===== src/rtl/serializador_8b_if.sv =====
`default_nettype none
// ============================================================================
// Module      : serializador_8b_if
// Description : Byte-side handshake and serial output bundle of the
//               byte-to-bit serializer. The valid_count member exists only
//               when SERIALIZADOR_CONTADOR_EN is defined.
// Revision    : 1.0 - initial release
// ============================================================================
interface serializador_8b_if;
   logic [7:0] data_in;
   logic       valid_in;
   logic       byte_req;
   logic       data_out;
   logic       active;
`ifdef SERIALIZADOR_CONTADOR_EN
   logic [15:0] valid_count;

   // Upstream byte source / downstream sink of the serial line
   modport master (output data_in, valid_in,
                   input  byte_req, data_out, active, valid_count);
   // Serializer side
   modport slave  (input  data_in, valid_in,
                   output byte_req, data_out, active, valid_count);
`else
   // Upstream byte source / downstream sink of the serial line
   modport master (output data_in, valid_in,
                   input  byte_req, data_out, active);
   // Serializer side
   modport slave  (input  data_in, valid_in,
                   output byte_req, data_out, active);
`endif
endinterface
`default_nettype wire


===== src/rtl/serializador_8b.sv =====
`default_nettype none
// ============================================================================
// Module      : serializador_8b
// Description : Parallel-to-serial stage, one byte every 8 clk_8f cycles,
//               shifted out MSB first. A run of SYNC_BYTES commas follows
//               every reset; empty byte slots are filled with COMMA.
//               Optional macro SERIALIZADOR_CONTADOR_EN adds a saturating
//               count of accepted valid bytes.
// Revision    : 1.0 - initial release
// ============================================================================
module serializador_8b #(
   parameter logic [7:0]  COMMA      = 8'hBC,
   parameter int unsigned SYNC_BYTES = 4        // legal range 1..15
) (
   input wire logic          clk_8f,
   input wire logic          reset,
   serializador_8b_if.slave  bus
);

   typedef enum logic [0:0] {
      ST_SYNC   = 1'b0,
      ST_ACTIVE = 1'b1
   } state_t;

   localparam logic [3:0] SYNC_LAST = 4'(SYNC_BYTES - 1);

   logic [2:0] bit_cnt_q,  bit_cnt_d;
   logic [6:0] shreg_q,    shreg_d;
   logic [3:0] sync_cnt_q, sync_cnt_d;
   state_t     state_q,    state_d;
   logic       byte_req_q, byte_req_d;
   logic       data_out_q, data_out_d;
   logic       active_q,   active_d;
   logic       capture;
   logic [7:0] sel_byte;

   // Byte-phase counter, byte selection, shifter and sync run sequencing
   always_comb begin
      capture    = (bit_cnt_q == 3'd0);
      bit_cnt_d  = bit_cnt_q + 3'd1;
      // Raised one cycle ahead so upstream presents the byte in time for capture
      byte_req_d = (bit_cnt_q == 3'd7);

      // Sync bytes and empty slots both carry the comma
      sel_byte = COMMA;
      if ((state_q == ST_ACTIVE) && bus.valid_in) begin
         sel_byte = bus.data_in;
      end

      shreg_d    = {shreg_q[5:0], 1'b0};
      data_out_d = shreg_q[6];
      sync_cnt_d = sync_cnt_q;
      state_d    = state_q;
      active_d   = active_q;

      if (capture) begin
         data_out_d = sel_byte[7];
         shreg_d    = sel_byte[6:0];
         if (state_q == ST_SYNC) begin
            sync_cnt_d = sync_cnt_q + 4'd1;
            // Last comma of the run loaded: the next slot honours valid_in
            if (sync_cnt_q == SYNC_LAST) begin
               state_d  = ST_ACTIVE;
               active_d = 1'b1;
            end
         end
      end
   end

   // State and output registers with synchronous reset
   always_ff @(posedge clk_8f) begin
      if (reset) begin
         bit_cnt_q  <= 3'd7;
         shreg_q    <= 7'd0;
         sync_cnt_q <= 4'd0;
         state_q    <= ST_SYNC;
         byte_req_q <= 1'b0;
         data_out_q <= 1'b0;
         active_q   <= 1'b0;
      end else begin
         bit_cnt_q  <= bit_cnt_d;
         shreg_q    <= shreg_d;
         sync_cnt_q <= sync_cnt_d;
         state_q    <= state_d;
         byte_req_q <= byte_req_d;
         data_out_q <= data_out_d;
         active_q   <= active_d;
      end
   end

   assign bus.byte_req = byte_req_q;
   assign bus.data_out = data_out_q;
   assign bus.active   = active_q;

`ifdef SERIALIZADOR_CONTADOR_EN
   logic [15:0] valid_count_q, valid_count_d;

   // Saturating count of data bytes actually accepted
   always_comb begin
      valid_count_d = valid_count_q;
      if (capture && (state_q == ST_ACTIVE) && bus.valid_in &&
          (valid_count_q != 16'hFFFF)) begin
         valid_count_d = valid_count_q + 16'd1;
      end
   end

   // Counter register, cleared only by reset
   always_ff @(posedge clk_8f) begin
      if (reset) begin
         valid_count_q <= 16'd0;
      end else begin
         valid_count_q <= valid_count_d;
      end
   end

   assign bus.valid_count = valid_count_q;
`endif

endmodule
`default_nettype wire


===== src/flat_wrapper.sv =====
// flat-port wrapper written by rule: the top's interface ports become plain ports
module serializador_8b_flat 
#(
   parameter logic [7:0]  COMMA      = 8'hBC,
   parameter int unsigned SYNC_BYTES = 4                            
)
  (clk_8f, reset, bus_data_in, bus_valid_in, bus_byte_req, bus_data_out, bus_active);
  serializador_8b_if bus_i ();
  input wire logic clk_8f;
  input wire logic reset;
  input wire logic [$bits(bus_i.data_in)-1:0] bus_data_in;
  input wire logic [$bits(bus_i.valid_in)-1:0] bus_valid_in;
  output wire logic [$bits(bus_i.byte_req)-1:0] bus_byte_req;
  output wire logic [$bits(bus_i.data_out)-1:0] bus_data_out;
  output wire logic [$bits(bus_i.active)-1:0] bus_active;
  assign bus_i.data_in = bus_data_in;
  assign bus_i.valid_in = bus_valid_in;
  assign bus_byte_req = bus_i.byte_req;
  assign bus_data_out = bus_i.data_out;
  assign bus_active = bus_i.active;
  serializador_8b #(.COMMA(COMMA), .SYNC_BYTES(SYNC_BYTES)) u_core (.clk_8f(clk_8f), .reset(reset), .bus(bus_i));
endmodule

===== config.mk =====
export PLATFORM = sky130hd
export DESIGN_NAME = serializador_8b_flat
export DESIGN_NICKNAME = d
export VERILOG_FILES = /design/src/rtl/serializador_8b_if.sv /design/src/rtl/serializador_8b.sv /design/src/flat_wrapper.sv
export SDC_FILE = /design/constraint.sdc
export NUM_CORES = 1
export LEC_CHECK = 0
export ABC_AREA = 1
export CORE_MARGIN = 3
export CORE_UTILIZATION = 48
export CTS_BUF_LIST = sky130_fd_sc_hd__clkbuf_4
export DETAILED_ROUTE_END_ITERATION = 10
export PLACE_DENSITY = 0.76
export SYNTH_ARGS = -nofsm -noshare
export SYNTH_HDL_FRONTEND = slang
export SYNTH_SLANG_ARGS = --single-unit

===== constraint.sdc =====
create_clock -name clk_8f -period 1.7 [get_ports clk_8f]
set_clock_uncertainty 0.15 [all_clocks]
set_input_delay 0.34 -clock clk_8f [delete_from_list [all_inputs] [get_ports clk_8f]]
set_output_delay 0.34 -clock clk_8f [all_outputs]
set_load 0.01 [all_outputs]

==> Yosys cells after proc, flatten, opt, wreduce, memory -nomap -nowiden <==
Cells that the tools add are included.
{ "totals": {"regBits": 18, "inputBits": 11, "output_inout_bits": 3, "wordCells": 25} }
{ "classes": {"n_addsub": 2, "n_eq_ne": 2, "muxes": 5, "bitwise": 3, "reduce_logical": 5} }
{ "op_table": {"columns": ["cell", "n"], "rows": [
  ["$mux 8", 1],
  ["$mux 7", 1],
  ["$add 4x1->4 const B", 1],
  ["$eq 4x2->1 const B", 1],
  ["$add 3x1->3 const B", 1],
  ["$eq 3x3->1 const B", 1],
  ["$logic_not 3->1", 1],
  ["$mux 1", 3],
  ["$not 1->1", 3],
  ["$reduce_and 3->1", 1],
  ["$reduce_or 3->1", 1],
  ["$reduce_and 2->1", 1],
  ["$logic_and 1x1->1", 1]
]} }

==> Logic depth before layout (Yosys ltp) <==
Gate-level depths: netlist of run 1.
{ "logic_depth": {"depth_word": 3, "ltp_mapped": 7, "depth_no_buf": 7} }

==> Worst setup path after synthesis of run 1 <==
OpenSTA, ideal clock, no wires.
{ "synth_timing": {"path_kind": "reg2reg", "startpoint": "register u_core.bit_cnt_q[0]", "endpoint": "register u_core.bit_cnt_q[2]", "t_arrival_ps": 994, "t_required_ps": 1427, "slack_ps": 433, "stages_incl_launch_ff": 4, "period_less_slack_ps": 1267, "path_cell_list": "dfxtp_1 > ha_1 > ha_1 > or2_2"} }
{ "synth_between": {"elab_chain_cells": 1} }
{ "synth_rtl": {"columns": ["item", "line_no", "rtl"], "rows": [
  ["start, declared", "serializador_8b.sv:27", "logic [2:0] bit_cnt_q, bit_cnt_d;"],
  ["start signal, assigned", "serializador_8b.sv:81", "bit_cnt_q <= bit_cnt_d;"],
  ["$add 3x1->3", "serializador_8b.sv:40", "bit_cnt_d = bit_cnt_q + 3'd1;"],
  ["via u_core.bit_cnt_d[2]", "serializador_8b.sv:27", null]
]} }
The timed path passes the listed nets, and every way through them passes these cells.
A chain may end at the register's enable or synchronous reset.

==> Worst setup path after layout of run 1 <==
{ "layout_timing": {"startpoint": "register u_core.active_q (netlist: u_core.bus.active)", "endpoint": "output bus_active"} }
{ "layout_lines": {"columns": ["item", "line_no", "rtl"], "rows": [
  ["start, declared", "serializador_8b.sv:33", "logic active_q, active_d;"],
  ["start signal, assigned", "serializador_8b.sv:87", "active_q <= active_d;"],
  ["end, declared", "flat_wrapper.sv:15", "output wire logic [$bits(bus_i.active)-1:0] bus_active;"]
]} }
No word-level cell between the ends.

==> flow_summary.yaml, run 1 <==
status:
  status: "completed"
yosys:
  synth-xor-area-share_pct: 0
  ys_seq_area_share_pct: 50.17
  synth_top_family_by_area: "simple AND/OR/NAND/NOR gates"
  syn-instance-count: 88
  synth_area_um2: 718.2
  synthAdderAreaFrac_pct: 6.969
  synth_simple_gate_area_share_pct: 25.96
  synth.top_cells.by_area: "dfxtp_1, nor2_1, ha_1"
  synth_compound_area_share_pct: 9.059
  ys_types: 15
  synth_top_area_share_pct: 50.17
  ys_warn_count: 0
  synth_fp_nets: 103
  yosys.area.top_type: "dfxtp_1"
  synth_seq_cells: 18
  synth_mux_area_share_pct: 0
  syn_avg_cell_area_um2: 8.161
clock_network:
  clk-insertion-delay-late_ns: 0.28
  clock_sinks: 18
  path_clk_slew_ns: 0.09
  cts_tree: "yes"
  ctsResizeCount: 0
  cts_setup_buffers: 0
  numCtsBuffers: 3
  cts.htree.levels: 1
  cts_root_buffer: "clkbuf_4"
  clock_path_buffers: 2
  hold_buffers: 0
floorplanning:
  num_io_pins: 14
  start_util_pct: 53.20
  fp.dieW_um: 44.68
  rows: 13
  core_area_um2: 1350
  die-area_um2: 1996
  die_h_um: 44.68
routing:
  wl_mm: 1.182
  via_count: 553
  ant_nets: 0
  first_iter_violations: 4
  drtPass1Iterations: 4
  wl_met1_um: 588
  routed-wl-met2_um: 545
  viasPerCell: 4.608
  top_layer: "met3"
  drcViolationCount: 0
  wl_per_cell_um: 9.850
  dr_wl_met3_um: 49
place:
  post-place-cells: 116
  hpwl_um: 931.1
  gp_congestion: 0.7603
  io_buffers: 13
global_route:
  grt_overflow: 0
  antenna_found_initial: 0
  grtUsageTotal_pct: 13.00
  grt_pass1_vias: 444
  grt_pass1_wl_mm: 1.904
  grt_start_max_net_pins: 13
sta:
  relSlewSlack_pct: 77.93
  worst_pin_slew_ns: 0.3307
  post-route-period-util_pct: 96.43
  tns_ns: 0
  fmax_ghz: 0.6100
  fin_crit_ns: 1.639
  finalMaxSlewViolations: 0
  finalHoldViolations: 0
  setup_viol: 0
  rsz0062_at_grt: "no"
final_layout:
  diodes: 0
  final_core_util_pct: 66.17
  drive_gt1_share_pct: 10.48
  area.growth.synth_to_final_pct: 24.39
  layout.cells.non_filler: 120
  nets: 121
worst_setup_path:
  end_kind: "primary output"
  cp_top_family: "buffers and inverters"
  worst-path-max-fanout: 2
  cp_slowest_cell: "clkdlybuf4s50_1"
  max_stage_delay_ns: 0.53
  path_cells: "clkdlybuf4s50_1"
  crit_arrival_ns: 1.15
  start_kind: "register"
  crit_required_ns: 1.21
  path_buf_inv: 1
  crit_type: "reg -> out"
power:
  p_leak_nw: 0.3843
  switching_share_pct: 22.27
  p_int_mw: 0.5689
  peakVddDrop_uv: 504.1
  clkPwrFrac_pct: 27.8
  power_mw: 0.7319
  combPwrFrac_pct: 10.7
  power_per_cell_area_nw_per_um2: 819.3
  switchingPower_mw: 0.1630
  seqPwrFrac_pct: 61.5
min_path:
  hold_path_class: "reg -> reg"
flow_run:
  drv_cap: 0
## area by class of cell
cell class / count / area (um2)
Multi-Input combinational cell: 56 / 301.5
Clock buffer: 3 / 22.52
Clock inverter: 1 / 3.754
Timing Repair Buffer: 14 / 137.6
Inverter: 13 / 48.80
Fill cell: 132 / 456.7
Tap cell: 15 / 18.77
Sequential cell: 18 / 360.3
## path summary, 6_finish.rpt
path	startpoint	end	slack (ns)	depth (start not counted)
setup / recovery	u_core.bus.active$_SDFFE_PP0P_	bus_active	0.06	1
hold reg to reg	u_core.bit_cnt_q[0]$_SDFF_PP1_	u_core.bit_cnt_q[0]$_SDFF_PP1_	0.27	1
setup reg to reg	u_core.bit_cnt_q[0]$_SDFF_PP1_	u_core.shreg_q[5]$_SDFF_PP0_	0.27	7
hold / removal	u_core.bit_cnt_q[0]$_SDFF_PP1_	u_core.bit_cnt_q[0]$_SDFF_PP1_	0.27	1
## logic make-up (layout without fill, tap and decap cells)
| logic type | Yosys count | after routing |
|---|---|---|
| DFF | 18 | 18 |
| AOI/OAI and AO/OA | 13 | 13 |
| buffers and inverters | 14 | 31 |
| and+or+nand+nor | 39 | 39 |
| adders and majority gates | 4 | 4 |
## state kept, by name (all words and copies together), names as in the netlist
name                 count
u_core.bit_cnt_q         3
u_core.bus.byte_req      1
u_core.state_q           1
u_core.sync_cnt_q        4
u_core.bus.data_out      1
u_core.bus.active        1
u_core.shreg_q           7
## layout by cell type (no fill, tap or decap)
| cell | n |
|---|---|
| nor2_4 | 2 |
| nor2_1 | 18 |
| o21ai_1 | 2 |
| nand3_1 | 4 |
| a21oi_1 | 5 |
| clkbuf_4 | 3 |
| inv_1 | 12 |
| nand4_2 | 1 |
| dfxtp_1 | 18 |
| nand2_1 | 11 |
| ha_1 | 4 |
| inv_2 | 1 |
| o21ai_0 | 6 |
| nand3_2 | 1 |
| buf_4 | 1 |
| clkinv_1 | 1 |
| or2_2 | 2 |
| clkdlybuf4s50_1 | 13 |
## metrics by stage
stage | cell area, um2 | hold WS (ns) | setup WS [ns]
after CTS | 893.4 | 0.2754 | 0.04235
after detailed placement | 867.1 | 0.2520 | 0.1338
after global routing | 893.4 | 0.2925 | 0.004530
final | 893.4 | 0.2694 | 0.06063
after floorplan | 718.2 | 0.2326 | 0.4331
after global placement | 867.1 | 0.2480 | 0.1621
## Yosys cell counts, drive strengths merged
| master | n |
|---|---|
| nor2 | 20 |
| nand3 | 5 |
| buf | 1 |
| a21oi | 5 |
| inv | 13 |
| nand2 | 11 |
| ha | 4 |
| nand4 | 1 |
| or2 | 2 |
| o21ai | 8 |
| dfxtp | 18 |
## power by group through the flow
stage | sequential (mW) | clock (mW) | combinational [mW]
after CTS | 0.451 | 0.214 | 0.0796
final | 0.450 | 0.204 | 0.0781
after global routing | 0.453 | 0.231 | 0.0883
after floorplan | 0.460 | 0 | 0.0377
after detailed placement | 0.460 | 0 | 0.0791
after global placement | 0.459 | 0 | 0.0760
## per-layer routing
| layer | up-vias | track usage (%) |
|---|---|---|
| met3 | 0 | 3.659 |
| li1 | 308 | - |
| met5 | - | 0 |
| met1 | 237 | 17.82 |
| met4 | 0 | 5.422 |
| met2 | 8 | 18.91 |
No activity file was read; power rests on OpenSTA's default activity.
==> inputs of run 2 (changes only) <==
CORE_MARGIN = 2   (was 3)
==> run 2 against run 1 <==
  * Non-clock buffer count unchanged
  * Hold slack better by 0.031 ns
  * Routed wire length up 1.9%
  * First-iteration DRC count down 25%
  * Total power up 1.3%
  * Final cell count unchanged
  * Count of clock-buffer cells in the layout unchanged
  * Clock power up 4%
  * Die area down 8.8%
  * Via count up 0.90%
  * Critical endpoint is now bus_data_out
  * Largest cell class unchanged
  * Largest power group unchanged
  * Highest routed layer is now met4
==> flow_summary.yaml, run 2 (synthesis results as in run 1) <==
status:
  status: "completed"
worst_setup_path:
  max_stage_delay_ns: 0.52
  crit_path_end: "bus_data_out"
  crit_type: "reg -> out"
  end_kind: "primary output"
  crit_required_ns: 1.21
  path_cells: "clkdlybuf4s50_1"
  path_buf_inv: 1
  cp_num_cells: 1
  reg2regPathDepth: 7
  worst-path-max-fanout: 1
  reg2reg_from: "u_core.bit_cnt_q[0]$_SDFF_PP1_"
  cp_slowest_cell: "clkdlybuf4s50_1"
  cp-startpoint: "u_core.bus.data_out$_SDFF_PP0_"
  crit_arrival_ns: 1.14
  cp_top_family: "buffers and inverters"
  ff2ff_setup_slack_ns: 0.30
  regToRegEndpoint: "u_core.shreg_q[2]$_SDFF_PP0_"
  start_kind: "register"
sta:
  finalHoldViolations: 0
  finalMaxSlewViolations: 0
  setup_viol: 0
  tns_ns: 0
  worst_pin_slew_ns: 0.3254
  fmax_ghz: 0.6144
  post-route-period-util_pct: 95.74
  rsz0062_at_grt: "no"
  relSlewSlack_pct: 78.28
  fin_crit_ns: 1.628
clock_network:
  cts_root_buffer: "clkbuf_4"
  clock_sinks: 18
  cts_tree: "yes"
  path_clk_slew_ns: 0.10
  clk-insertion-delay-late_ns: 0.29
  hold_buffers: 0
  numCtsBuffers: 3
  cts.htree.levels: 1
  clock_path_buffers: 2
final_layout:
  area.growth.synth_to_final_pct: 24.74
  nets: 121
  largest_register_ffs: 7
  largest_register: "u_core.shreg_q"
  layout_common_cells: "nor2_1, dfxtp_1, inv_1, clkdlybuf4s50_1, nand2_1"
  drive_gt1_share_pct: 10.48
  top_regs: "u_core.shreg_q: 7 flops, u_core.sync_cnt_q: 4 flops, u_core.bit_cnt_q: 3 flops"
  diodes: 0
power:
  switchingPower_mw: 0.1725
  clkPwrFrac_pct: 28.7
  switching_share_pct: 23.26
  p_leak_nw: 0.4031
  seqPwrFrac_pct: 61.0
  p_int_mw: 0.5689
  power_per_cell_area_nw_per_um2: 827.6
  peakVddDrop_uv: 645.7
  power_mw: 0.7414
  combPwrFrac_pct: 10.4
floorplanning:
  num_io_pins: 14
  core_area_um2: 1350
  rows: 13
  fp.dieW_um: 42.68
  start_util_pct: 53.20
  die_h_um: 42.68
  die-area_um2: 1822
routing:
  first_iter_violations: 3
  ant_nets: 0
  drcViolationCount: 0
  wl_mm: 1.204
  drtPass1Iterations: 3
  viasPerCell: 4.650
  via_count: 558
  wl_per_cell_um: 10.03
global_route:
  grtUsageTotal_pct: 16.31
  grt_pass1_wl_mm: 2.256
  grt_pass1_vias: 546
  grt_start_max_net_pins: 13
  antenna_found_initial: 0
  grt_overflow: 0
min_path:
  hold_path_class: "reg -> reg"
place:
  gp_congestion: 0.7595
  io_buffers: 13
  hpwl_um: 922.5
flow_run:
  drv_cap: 0
-- run 2: cell count changes in the layout (fill, tap and decap cells not counted), sizes merged --
cell	change
clkdlybuf4s50	-1
dlymetal6s2s	+1
-- run 2: how the worst min path moves through the flow --
stage / slack (ns) / end / cells after the start / startpoint
floorplan: 0.23 / u_core.bit_cnt_q[0]$_SDFF_PP1_ / 1 / u_core.bit_cnt_q[0]$_SDFF_PP1_
global placement: 0.25 / u_core.bit_cnt_q[0]$_SDFF_PP1_ / 1 / u_core.bit_cnt_q[0]$_SDFF_PP1_
detailed placement: 0.28 / u_core.bit_cnt_q[0]$_SDFF_PP1_ / 1 / u_core.bit_cnt_q[0]$_SDFF_PP1_
CTS: 0.30 / u_core.bit_cnt_q[0]$_SDFF_PP1_ / 1 / u_core.bit_cnt_q[0]$_SDFF_PP1_
global route: 0.33 / u_core.bit_cnt_q[0]$_SDFF_PP1_ / 1 / u_core.bit_cnt_q[0]$_SDFF_PP1_
finish: 0.30 / u_core.bit_cnt_q[0]$_SDFF_PP1_ / 1 / u_core.bit_cnt_q[0]$_SDFF_PP1_
-- run 2: per-stage QoR --
| step | setup slack (ns) | hold slack (ns) | instances | cell area, um2 | utilization (%) |
|---|---|---|---|---|---|
| floorplan | 0.4331 | 0.2326 | 88 | 718.2 | - |
| global placement | 0.1628 | 0.2471 | 116 | 867.1 | 64.23 |
| detailed placement | 0.1487 | 0.2792 | 116 | 867.1 | 64.23 |
| CTS | 0.04032 | 0.3022 | 120 | 893.4 | 66.17 |
| global route | 0.02529 | 0.3293 | 120 | 895.9 | 66.36 |
| finish | 0.07239 | 0.3009 | 120 | 895.9 | 66.36 |
-- run 2: timing repair --
item	in CTS	in global routing
gates resized for setup	0	1
hold endpoints to repair	0	0
setup endpoints to repair	0	1
setup buffers	0	0
-- run 2: power groups by stage --
stage / Clock, mW / Combinational, mW / Sequential (mW)
after floorplan: 0 / 0.0377 / 0.460
after global placement: 0 / 0.0759 / 0.460
after detailed placement: 0 / 0.0771 / 0.461
after CTS: 0.221 / 0.0779 / 0.451
after global routing: 0.237 / 0.0902 / 0.454
final: 0.212 / 0.0770 / 0.452
-- run 2: final cells by class --
type,count,area [um2]
multi-input cells,56,301.5
inverters,13,48.80
repair buffers,14,140.1
well taps,15,18.77
clock inverters,1,3.754
fillers,118,454.2
clock buffers,3,22.52
flip-flops and latches,18,360.3
-- run 2: routing by layer --
| metal | global-route usage [%] | routed length (um) |
|---|---|---|
| met3 | 6.383 | 44 |
| met5 | 0 | 0 |
| met1 | 19.53 | 569 |
| met2 | 27.27 | 580 |
| met4 | 3.750 | 10 |
-- run 2: worst reg2reg max path, stage by stage, from the launching register on --
cell and delay, ns:
dfxtp_1 0.35, inv_1 0.06, ha_1 0.16, inv_1 0.07, nor2_4 0.19, nand3_2 0.16, nor2_1 0.12, nor2_1 0.05
